## src/rtl/alu_pkg.sv

```systemverilog
// Shared types and encodings for the ID/EX issue stage of the MIPS core.
package alu_pkg;

    typedef enum logic [2:0] {
        ALU_ADD = 3'd0,
        ALU_SUB = 3'd1,
        ALU_AND = 3'd2,
        ALU_OR  = 3'd3,
        ALU_LT  = 3'd4,
        ALU_XOR = 3'd5
    } alu_op_t;

    typedef enum logic [1:0] {
        IMM_NONE,
        IMM_SEXT,
        IMM_ZEXT
    } imm_mode_t;

    typedef enum logic [1:0] {
        DEST_NONE,
        DEST_RD,
        DEST_RT
    } dest_sel_t;

    typedef struct packed {
        logic regwrite;
        logic memread;
        logic memwrite;
        logic branch;
    } ex_ctrl_t;

    localparam logic [5:0] OP_RTYPE = 6'h00;
    localparam logic [5:0] OP_BEQ   = 6'h04;
    localparam logic [5:0] OP_ADDI  = 6'h08;
    localparam logic [5:0] OP_SLTI  = 6'h0A;
    localparam logic [5:0] OP_ANDI  = 6'h0C;
    localparam logic [5:0] OP_ORI   = 6'h0D;
    localparam logic [5:0] OP_XORI  = 6'h0E;
    localparam logic [5:0] OP_LW    = 6'h23;
    localparam logic [5:0] OP_SW    = 6'h2B;

    localparam logic [5:0] FN_ADD   = 6'h20;
    localparam logic [5:0] FN_ADDU  = 6'h21;
    localparam logic [5:0] FN_SUB   = 6'h22;
    localparam logic [5:0] FN_SUBU  = 6'h23;
    localparam logic [5:0] FN_AND   = 6'h24;
    localparam logic [5:0] FN_OR    = 6'h25;
    localparam logic [5:0] FN_XOR   = 6'h26;
    localparam logic [5:0] FN_SLT   = 6'h2A;

endpackage

```

## src/rtl/alu_decode.sv

```systemverilog
// Combinational opcode/funct decode: ALU op, immediate mode, destination select,
// control bits, rt usage and illegal flag.
module alu_decode
    import alu_pkg::*;
(
    input  logic [5:0] opcode,
    input  logic [5:0] funct,
    output alu_op_t    alu_op,
    output imm_mode_t  imm_mode,
    output dest_sel_t  dest_sel,
    output ex_ctrl_t   ctrl,
    output logic       uses_rt,
    output logic       illegal
);

    always_comb begin
        alu_op   = ALU_ADD;
        imm_mode = IMM_NONE;
        dest_sel = DEST_NONE;
        ctrl     = '0;
        uses_rt  = 1'b0;
        illegal  = 1'b0;
        case (opcode)
            OP_RTYPE: begin
                dest_sel      = DEST_RD;
                ctrl.regwrite = 1'b1;
                uses_rt       = 1'b1;
                case (funct)
                    FN_ADD, FN_ADDU: alu_op = ALU_ADD;
                    FN_SUB, FN_SUBU: alu_op = ALU_SUB;
                    FN_AND:          alu_op = ALU_AND;
                    FN_OR:           alu_op = ALU_OR;
                    FN_XOR:          alu_op = ALU_XOR;
                    FN_SLT:          alu_op = ALU_LT;
                    default:         illegal = 1'b1;
                endcase
            end
            OP_ADDI, OP_SLTI: begin
                alu_op        = (opcode == OP_SLTI) ? ALU_LT : ALU_ADD;
                imm_mode      = IMM_SEXT;
                dest_sel      = DEST_RT;
                ctrl.regwrite = 1'b1;
            end
            OP_ANDI, OP_ORI, OP_XORI: begin
                alu_op        = (opcode == OP_ANDI) ? ALU_AND :
                                (opcode == OP_ORI)  ? ALU_OR  : ALU_XOR;
                imm_mode      = IMM_ZEXT;
                dest_sel      = DEST_RT;
                ctrl.regwrite = 1'b1;
            end
            OP_LW: begin
                imm_mode      = IMM_SEXT;
                dest_sel      = DEST_RT;
                ctrl.regwrite = 1'b1;
                ctrl.memread  = 1'b1;
            end
            OP_SW: begin
                imm_mode      = IMM_SEXT;
                uses_rt       = 1'b1;
                ctrl.memwrite = 1'b1;
            end
            OP_BEQ: begin
                alu_op      = ALU_SUB;
                uses_rt     = 1'b1;
                ctrl.branch = 1'b1;
            end
            default: illegal = 1'b1;
        endcase
    end

endmodule

```

## src/rtl/alu_issue_stage.sv

```systemverilog
// ID/EX issue stage: decode, operand forwarding/hazard detect and ID/EX register.
// Optional feature macro: ALU_ISSUE_FWD_EN (bypass from EX/MEM and MEM/WB writers).
module alu_issue_stage
    import alu_pkg::*;
#(
    parameter int WIDTH  = 32,
    parameter int REG_AW = 5
) (
    input  logic              clk,
    input  logic              rst,
    input  logic              id_valid,
    input  logic [5:0]        id_opcode,
    input  logic [5:0]        id_funct,
    input  logic [REG_AW-1:0] id_rs,
    input  logic [REG_AW-1:0] id_rt,
    input  logic [REG_AW-1:0] id_rd,
    input  logic [WIDTH-1:0]  id_rs_data,
    input  logic [WIDTH-1:0]  id_rt_data,
    input  logic [15:0]       id_imm,
    input  logic              stall,
    input  logic              flush,
    input  logic              exmem_regwrite,
    input  logic [REG_AW-1:0] exmem_rd,
    input  logic [WIDTH-1:0]  exmem_result,
    input  logic              memwb_regwrite,
    input  logic [REG_AW-1:0] memwb_rd,
    input  logic [WIDTH-1:0]  memwb_result,
    output logic              ex_valid,
    output logic [2:0]        ex_alu_control,
    output logic [WIDTH-1:0]  ex_input1,
    output logic [WIDTH-1:0]  ex_input2,
    output logic [WIDTH-1:0]  ex_store_data,
    output logic [REG_AW-1:0] ex_dest,
    output logic              ex_regwrite,
    output logic              ex_memread,
    output logic              ex_memwrite,
    output logic              ex_branch,
    output logic              ex_illegal,
    output logic              raw_hazard
);

    typedef struct packed {
        logic              valid;
        alu_op_t           op;
        logic [WIDTH-1:0]  in1;
        logic [WIDTH-1:0]  in2;
        logic [WIDTH-1:0]  store;
        logic [REG_AW-1:0] dest;
        ex_ctrl_t          ctrl;
        logic              illegal;
    } idex_t;

    alu_op_t   dec_op;
    imm_mode_t dec_imm;
    dest_sel_t dec_dest;
    ex_ctrl_t  dec_ctrl;
    logic      dec_uses_rt;
    logic      dec_illegal;

    alu_decode u_decode (
        .opcode   (id_opcode),
        .funct    (id_funct),
        .alu_op   (dec_op),
        .imm_mode (dec_imm),
        .dest_sel (dec_dest),
        .ctrl     (dec_ctrl),
        .uses_rt  (dec_uses_rt),
        .illegal  (dec_illegal)
    );

    logic ex_hit_rs, ex_hit_rt, wb_hit_rs, wb_hit_rt;
    logic [WIDTH-1:0] rs_val, rt_val;

    assign ex_hit_rs = exmem_regwrite && (exmem_rd != '0) && (exmem_rd == id_rs);
    assign ex_hit_rt = exmem_regwrite && (exmem_rd != '0) && (exmem_rd == id_rt);
    assign wb_hit_rs = memwb_regwrite && (memwb_rd != '0) && (memwb_rd == id_rs);
    assign wb_hit_rt = memwb_regwrite && (memwb_rd != '0) && (memwb_rd == id_rt);

`ifdef ALU_ISSUE_FWD_EN
    logic unused_fwd;
    assign unused_fwd = dec_uses_rt;
    assign rs_val     = ex_hit_rs ? exmem_result : wb_hit_rs ? memwb_result : id_rs_data;
    assign rt_val     = ex_hit_rt ? exmem_result : wb_hit_rt ? memwb_result : id_rt_data;
    assign raw_hazard = 1'b0;
`else
    logic unused_fwd;
    assign unused_fwd = ^{exmem_result, memwb_result};
    assign rs_val     = id_rs_data;
    assign rt_val     = id_rt_data;
    // rs is read by every legal instruction; rt only by R-type, sw and beq.
    assign raw_hazard = id_valid && !dec_illegal &&
                        (ex_hit_rs || wb_hit_rs || (dec_uses_rt && (ex_hit_rt || wb_hit_rt)));
`endif

    idex_t d, q;

    always_comb begin
        d = '0;
        if (id_valid && dec_illegal) begin
            d.illegal = 1'b1;
        end else if (id_valid) begin
            d.valid = 1'b1;
            d.op    = dec_op;
            d.in1   = rs_val;
            d.store = rt_val;
            case (dec_imm)
                IMM_SEXT: d.in2 = {{(WIDTH-16){id_imm[15]}}, id_imm};
                IMM_ZEXT: d.in2 = {{(WIDTH-16){1'b0}}, id_imm};
                default:  d.in2 = rt_val;
            endcase
            case (dec_dest)
                DEST_RD: d.dest = id_rd;
                DEST_RT: d.dest = id_rt;
                default: d.dest = '0;
            endcase
            d.ctrl = dec_ctrl;
            if (d.dest == '0)
                d.ctrl.regwrite = 1'b0;
        end
    end

    // Reset and flush both load the all-zero bubble; stall holds everything.
    always_ff @(posedge clk) begin
        if (rst || flush)
            q <= '0;
        else if (!stall)
            q <= d;
    end

    assign ex_valid       = q.valid;
    assign ex_alu_control = q.op;
    assign ex_input1      = q.in1;
    assign ex_input2      = q.in2;
    assign ex_store_data  = q.store;
    assign ex_dest        = q.dest;
    assign ex_regwrite    = q.ctrl.regwrite;
    assign ex_memread     = q.ctrl.memread;
    assign ex_memwrite    = q.ctrl.memwrite;
    assign ex_branch      = q.ctrl.branch;
    assign ex_illegal     = q.illegal;

endmodule
```

## config.mk

```make
export PLATFORM = sky130hd
export DESIGN_NAME = alu_issue_stage
export DESIGN_NICKNAME = d
export VERILOG_FILES = /design/src/rtl/alu_pkg.sv /design/src/rtl/alu_decode.sv /design/src/rtl/alu_issue_stage.sv
export SDC_FILE = /design/constraint.sdc
export NUM_CORES = 1
export LEC_CHECK = 0
export ABC_AREA = 1
export CAP_MARGIN = 20
export CORE_ASPECT_RATIO = 0.9
export CORE_UTILIZATION = 38
export DETAILED_ROUTE_END_ITERATION = 8
export PLACE_DENSITY = 0.8
export SYNTH_ARGS = -nofsm -noshare
export SYNTH_HDL_FRONTEND = slang
export SYNTH_SLANG_ARGS = --single-unit
```

## constraint.sdc

```tcl
create_clock -name clk -period 2.9 [get_ports clk]
set_input_delay 0.58 -clock clk [delete_from_list [all_inputs] [get_ports clk]]
set_output_delay 0.58 -clock clk [all_outputs]
set_load 0.005 [all_outputs]
```

==> results of run 1 <==
-- metal layers --
metal  wire [um]  track usage [%]  share of wire, %  up-vias
met5           0                0                 0        -
met2        8260             39.4                47      221
met4         206             5.85               1.2        0
li1            -                -                 -     2867
met1        7820             32.6                44     2728
met3        1350             5.96               7.6       12
-- logic make-up (layout without fill, tap and decap cells) --
family / Yosys count / in the layout / share of synthesized area (%)
simple gates: 351 / 351 / 31.3
compound gates: 152 / 152 / 15.6
flops: 110 / 110 / 42.5
buf+inv: 77 / 295 / 6.28
xor+xnor: 20 / 20 / 3.38
fa+ha+maj: 4 / 4 / 0.966
other cells: 0 / 1 / 0
-- cell type report --
type / instances / area, um2
timing repair buffer: 258 / 2620
sequential: 110 / 2200
clock buffer: 12 / 256
antenna: 1 / 2.50
clock inverter: 4 / 31.3
multi-input combinational: 527 / 2720
inverter: 21 / 80.1
fill: 1241 / 5190
tap: 168 / 210
-- registers in the layout (all words and copies together), names as in the netlist --
name and count:
ex_regwrite 1, ex_memwrite 1, ex_input2 32, ex_input1 32
ex_memread 1, ex_branch 1, ex_dest 5, ex_store_data 32
ex_illegal 1, ex_alu_control 3, ex_valid 1
-- placed cells by master (no fill, tap or decap), drive strengths merged, types with 12 or more instances in the layout --
master	netlist	routed
dlymetal6s2s	0	15
clkdlybuf4s50	0	218
o21ai	21	21
nor2	53	53
nand4	74	74
nand3	38	38
o21a	17	17
buf	23	25
clkbuf	33	12
xor2	14	14
dfxtp	110	110
nand2	183	183
inv	21	20
a21oi	113	113
-- worst min-delay path: cells and delay by family, from the launching register on --
| kind | cells | cell delay, ps |
|---|---|---|
| flops | 1 | 310 |
| simple gates | 1 | 60 |
| compound gates | 1 | 50 |
-- where the power goes --
| part | internal, mW | leakage (nW) | total (mW) | switching, mW |
|---|---|---|---|---|
| clock | 0.633 | 0.131 | 1.19 | 0.560 |
| combinational | 0.247 | 1.85 | 0.498 | 0.251 |
| sequential | 1.52 | 0.887 | 1.52 | 0.00482 |
-- cell usage after synthesis, types with 2 or more instances --
library cell,n
a21oi_1,113
buf_1,7
buf_2,11
buf_4,4
clkbuf_1,33
dfxtp_1,110
ha_1,4
inv_1,19
inv_2,2
nand2_1,181
nand2_2,2
nand3_1,34
nand3_2,3
nand4_1,73
nor2_1,50
nor2_4,2
nor3_1,2
o21a_1,17
o21ai_0,19
o21ai_1,2
xnor2_1,6
xor2_1,14
-- what timing repair did --
item / 4_1_cts / 5_1_grt
buffers inserted: 0 / 1
gates resized for setup: 2 / 31
cloned: 0 / 0
setup endpoints to repair: 1 / 1
hold endpoints to repair: 0 / 0
hold buffers: 0 / 0
pin swaps: 0 / 3
-- worst paths after layout --
kind | from | to | slack (ps) | cells after the start
worst min register to register | ex_store_data[17] | ex_store_data[17] | 460 | 2
worst max-delay path | memwb_rd[1] | raw_hazard | 90 | 9
worst min-delay path | ex_store_data[17] | ex_store_data[17] | 460 | 2
worst max register to register | ex_input1[5] | ex_input1[5] | 2210 | 2
==> metrics list, run 1 <==
* Proportion of netlist area held by the largest area contributor: 42.5%
* Wire length of the first global-routing pass: 27,700 um
* Total chip power: 3.21 mW
- The slowest stage of the critical path is the clkdlybuf4s50_1 cell.
- Pre-CTS setup slack: -25.0 ps
* Final design utilization: 61.0%
* Final-report setup violation count: 0
- Post-synthesis cell type with the largest combined area: dfxtp_1
- Starting DRT DRC Count: 459
* Worst slew pin tran: 801 ps
- On the worst path, the slowest cell contributes a delay of 480 ps.
- The initial antenna violation count came to 1.
- Overall die height: 113 um
- Clock Sink Count: 110
- Core box area: 13,300 um2
- Fin worst setup slack: 87.3 ps
- After detailed routing, the number of vias per cell comes to 5.29.
- After detailed routing, the number of remaining DRC violations is 32.
- Across the VDD grid, the largest voltage drop is 0.369 mV.
- Max_cap viols: 0
- After clock tree synthesis, the clock-pin slew on the worst setup and hold paths is 70 ps.
* Post-synthesis cell area: 5180 um2
- In this run the power density over the cells is 396 nW/um2.
- Required time of the critical path: 2320 ps
- The number of hold-slack violations in the final timing report was 0.
- Distinct cell type count of the synthesized netlist: 28
* Largest net degree at the start of global routing: 111
- Fin nets: 1,119
- Between clock sinks in the finished design, the worst skew comes to 0 ps.
- The number of clock buffers added by TritonCTS is 9.
- CTS built an H-tree with a depth of 3.
- At the end of routability-driven placement, the weighted congestion stood at 0.881.
* Starting density of the core: 38.9%
- The finished cells cover 8120 um2.
* Post-route clock period utilization: 97.0%
- The Yosys step of the flow raised 0 warnings.
- Cells with a size suffix above 1 make up 7.08% of the layout.
* Buf+Inv Stages, Crit Path: 2
- 1st-pass router iterations: 7
* Primary flip-flop cell chosen by synthesis mapping: dfxtp_1
- Kind of cell adding the most delay to the critical path: buffers and inverters
* Total placed instance area: 7720 um2
- Number of top-level design ports: 299
* Total GRT Usage: 24.3%
- Number of vias in the routed layout: 5,828
- During placement, the flow inserted port buffers numbering 234.
- Area added between synthesis and finish: 56.8%
- Counting flops with a built-in enable in the synthesized netlist gives 0.
- Number of routed nets with antenna violations: 0
- HPWL after detailed placement: 11,700 um
- Global routing finished with a remaining overflow of 0.
* Maximum number of buffers from clock root to sink: 2
- After detailed routing, the average wire length per cell comes to 16.0 um.
* Max-slew violation total from the final report: 0
- Row generation in the floorplan step produced 40 rows.
- Cell-by-cell trace of the critical path: clkdlybuf4s50_1 > nor2_2 > nand2_1 > o21ai_1 > nand3b_1 > nand2_1 > a21oi_2 > nor2_1 > clkdlybuf4s50_1
- WS Path Type: input pin to output port
- CP Capture Type: output port
- Once placement completed, the tool counted placed cells totaling 1,083.
- Non-Filler Instances: 1,101
- Summed over all cells, the static leakage comes to 2.87 nW.
- CTS Root Cell: clkbuf_16
* Type of the most critical hold path: register to register
- In this run, synthesis produced a sequential element count of 110.
- Hold WS: 464 ps
- Top area cells in the synthesized netlist: dfxtp_1, nand2_1, a21oi_1
- Violations in the final reports: design-rule violations
- Highest clock rate: 0.356 GHz
- When the netlist entered floorplanning its net count stood at 906.
* Sequential fraction of the synthesis area: 42.5%
* Worst EP arrival: 2230 ps
- At the later pin of the worst-skew pair, clock insertion delay measures 330 ps.
* Critical path launch point type: input pin
- Counting flops with an async set or reset pin after synthesis yields a share of 0%.
- TritonCTS built the clock tree.
- Of all nets on the critical path, the largest fanout is 3.
* Detailed Route WL: 17,600 um
- Total negative setup slack: 0 ps
- Mean instance size in the synthesized netlist: 7.25 um2
- X dimension of the die: 125 um
- The die covers 14,100 um2.
- Cell count after synthesis: 714
- Min Tclk post-route: 2810 ps
* Vias in the first global route: 5,316
- Result of the run: finished with violations
* Relative slew slack: 46.5%
No activity file was read; power rests on OpenSTA's default activity.
==> run 2, diff against run 1 <==
- ABC_AREA: 1 -> default
- CORE_UTILIZATION: 38 -> 37
- PLACE_DENSITY: 0.8 -> 0.81
==> run 2 against run 1 <==
Effect of this change: global-route usage decreased by 0.62 points; sequential share of layout area increased by 0.44 points; highest routed layer unchanged; via count is 12% lower; sequential power about the same; die area shrank 5.2%; critical path depth down 2; flip-flop and latch count did not move; final area decreased by 1.6%; synthesized cell count down 28%; the flow now finishes without violations; largest cell class is now buffers; combinational power is 6.4% lower.
==> metrics list, run 2 <==
- Maximum fanout along the worst path: 2
- Detail-routed net length per standard cell: 17.6 um
- Type of the most critical hold path: register to register
- Maximum number of buffers from clock root to sink: 2
- The most used flip-flop cell after synthesis is dfxtp_1.
* Final-report setup violation count: 0
* Number of flops mapped to enable cells by yosys: 0
- Among cell families on the critical path, the largest total delay comes from simple AND/OR/NAND/NOR gates.
- Number of antenna violations at the first check in global routing: 0
* Number of placed instances, taps included: 917
* Overall die height: 110 um
- Relative slew slack: 47.6%
- Sequential fraction of the synthesis area: 46.1%
- By startpoint and endpoint, the worst setup path is classified as input pin to output port.
- The number of clock buffers added by TritonCTS is 9.
- The count of nets left with antenna violations once routing finished came out at 0.
* Lkg Pwr: 2.85 nW
- Commonest non-fill, non-tap cell in the layout: clkdlybuf4s50_1
- Non-Filler Instances: 934
- After synthesis the cells add up to 4780 um2.
- Critical path launch point type: input pin
- Number of placement rows: 38
* GPL Wtd Cong: 0.892
- Hold WS: 473 ps
- Max-slew violation total from the final report: 0
- Fraction of synthesis flops using an asynchronous set or reset pin: 0%
- Clock slew at reported path FFs: 70 ps
- The final layout contains 961 nets.
- Clock Skew: 0 ps
* Worst EP arrival: 2240 ps
- CTS Root Cell: clkbuf_16
* # diodes: 0
* Leading post-synthesis cells by instance count: dfxtp_1, nor2_1, a32oi_1
- TritonCTS clock tree: yes
* Worst slew pin tran: 786 ps
- Across the VDD grid, the largest voltage drop is 0.383 mV.
- Commonest cells after routing, fill and taps aside: clkdlybuf4s50_1, dfxtp_1, nor2_1
- After the first detailed-routing iteration, the DRC count stood at 275.
- Buf+Inv Stages, Crit Path: 2
* Cell-by-cell trace of the critical path: clkdlybuf4s50_1 > or4_1 > o21ai_2 > nor4_2 > a31oi_2 > a2111oi_2 > buf_2
- Required time of the critical path: 2320 ps
- Summed over all layers, the global routing overflow is 0.
* Core box area: 12,300 um2
- Final design utilization: 64.9%
- 1st-pass router iterations: 4
- Setup repair after global routing could not meet its margin everywhere.
- In this run the horizontal extent of the chip is 122 um.
- Relative to the synthesized area, the layout overhead comes to 67.3%.
- CP Capture Type: output port
- Once the floorplan was initialized, standard cells occupied 38.8% of the core.
* Total GRT Usage: 23.7%
- Cell count after synthesis: 517
- The slowest stage of the critical path belongs to the cell or4_1.
- Syn Nets: 709
* Proportion of netlist area held by the largest area contributor: 46.1%
- I/O Buffers: 234
- H-tree depth reported by CTS: 3
- Each instance of the synthesized netlist takes up on average 9.24 um2.
- The global routing stage identified its most utilized layer as met2.
* Post-detailed-route DRC marker count: 0
- Syn. warnings: 0
- The number of hold-slack violations in the final timing report came to 0.
- Across the run, the number of max-cap violations was 0.
* Power density over cell area: 417 nW/um2
- Top area cells in the synthesized netlist: dfxtp_1, a32oi_1, nor2_1
* Most numerous cell in the Yosys netlist: dfxtp_1
- The layout has 988 filler cells.
* Critical path depth: 7
* Worst Hold Path Cells: 2
- The clock net in this run drives a total of 110 sinks.
- Across all layers, the routed design uses 5,151 vias.
- Distinct cell type count of the synthesized netlist: 45
* Result of the run: finished clean
* Detail-routed via count per cell: 5.51
- Highest clock rate: 0.354 GHz
- Buffers inserted to repair hold after CTS numbered 0.
* Met1 usage: 27.8%
- Met3 Usage GRT: 8.04%
* Insertion delay of the later-clocked pin in the worst-skew pair: 340 ps
- Number of flip-flops and latches in the synthesized netlist: 110
- Total negative setup slack: 0 ps
* Detailed Route WL: 16,400 um
- The first global-routing pass estimated 24,700 um of wire.
- Total chip power: 3.33 mW
- Die outline area: 13,400 um2
- Share of post-route cells with drive strength above 1: 12.3%
- In the global route stage, met2 resource usage came out at 40.3%.
* HPWL after detailed placement: 11,600 um
- Number of top-level design ports: 299
- Entering global routing, the biggest net connects 94 pins.
- Crit path largest cell delay: 540 ps
* Cell depth of the worst flop-to-flop path: 2
- Min Tclk post-route: 2820 ps
- Post-route clock period utilization: 97.3%
* Vias in the first global route: 4,975
- Summed over all instances, the cell type with the most area after synthesis is dfxtp_1.
[run 2: final timing paths]
check / startpoint / endpoint / slack (ps)
max reg2reg: ex_input1[1] / ex_input1[1] / 2200
min reg2reg: ex_valid / ex_valid / 470
min: ex_valid / ex_valid / 470
max: memwb_rd[1] / raw_hazard / 80
[run 2: final cells by class]
| class | instances | area (um2) | area share [%] |
|---|---|---|---|
| Inverter | 8 | 30.0 | 0.376 |
| Timing Repair Buffer | 294 | 2860 | 35.8 |
| Clock inverter | 6 | 92.6 | 1.16 |
| Clock buffer | 10 | 239 | 2.99 |
| Multi-Input combinational cell | 346 | 2370 | 29.6 |
| Tap cell | 160 | 200 | 2.51 |
| Sequential cell | 110 | 2200 | 27.6 |
[run 2: per-stage QoR]
stage,area (um2),worst slack (ps)
after floorplan,4780,425
after global placement,7590,-461
after detailed placement,7590,-529
after CTS,7950,-40.3
after global routing,7990,-44.0
final,7990,78.6
[run 2: timing repair]
item / in CTS / in global routing
setup buffers: 0 / 1
setup endpoints to repair: 2 / 21
pin swaps: 5 / 5
resized for setup: 18 / 12
[run 2: routing by layer]
metal	up-vias	routed length, um
met4	0	281
met5	-	0
met2	232	7980
met1	2455	6670
met3	20	1490
li1	2444	-
[run 2: logic make-up after synthesis]
group	Yosys count	share of synthesized area [%]
compound gates	153	26.6
xor+xnor	23	4.22
fa+ha+maj	4	1.05
buf+inv	61	5.68
flops	110	46.1
simple gates	166	16.3
[run 2: where the power goes]
| group | internal, mW | switching, mW |
|---|---|---|
| Sequential | 1.52 | 0.00430 |
| Combinational | 0.268 | 0.198 |
| Clock | 0.785 | 0.562 |
[run 2: worst register-to-register path: cells and delay by family, from the launching register on]
family	cells	cell delay, ps
AND/OR/NAND/NOR	1	70
AO/OA/AOI/OAI	1	190
flip-flops	1	320
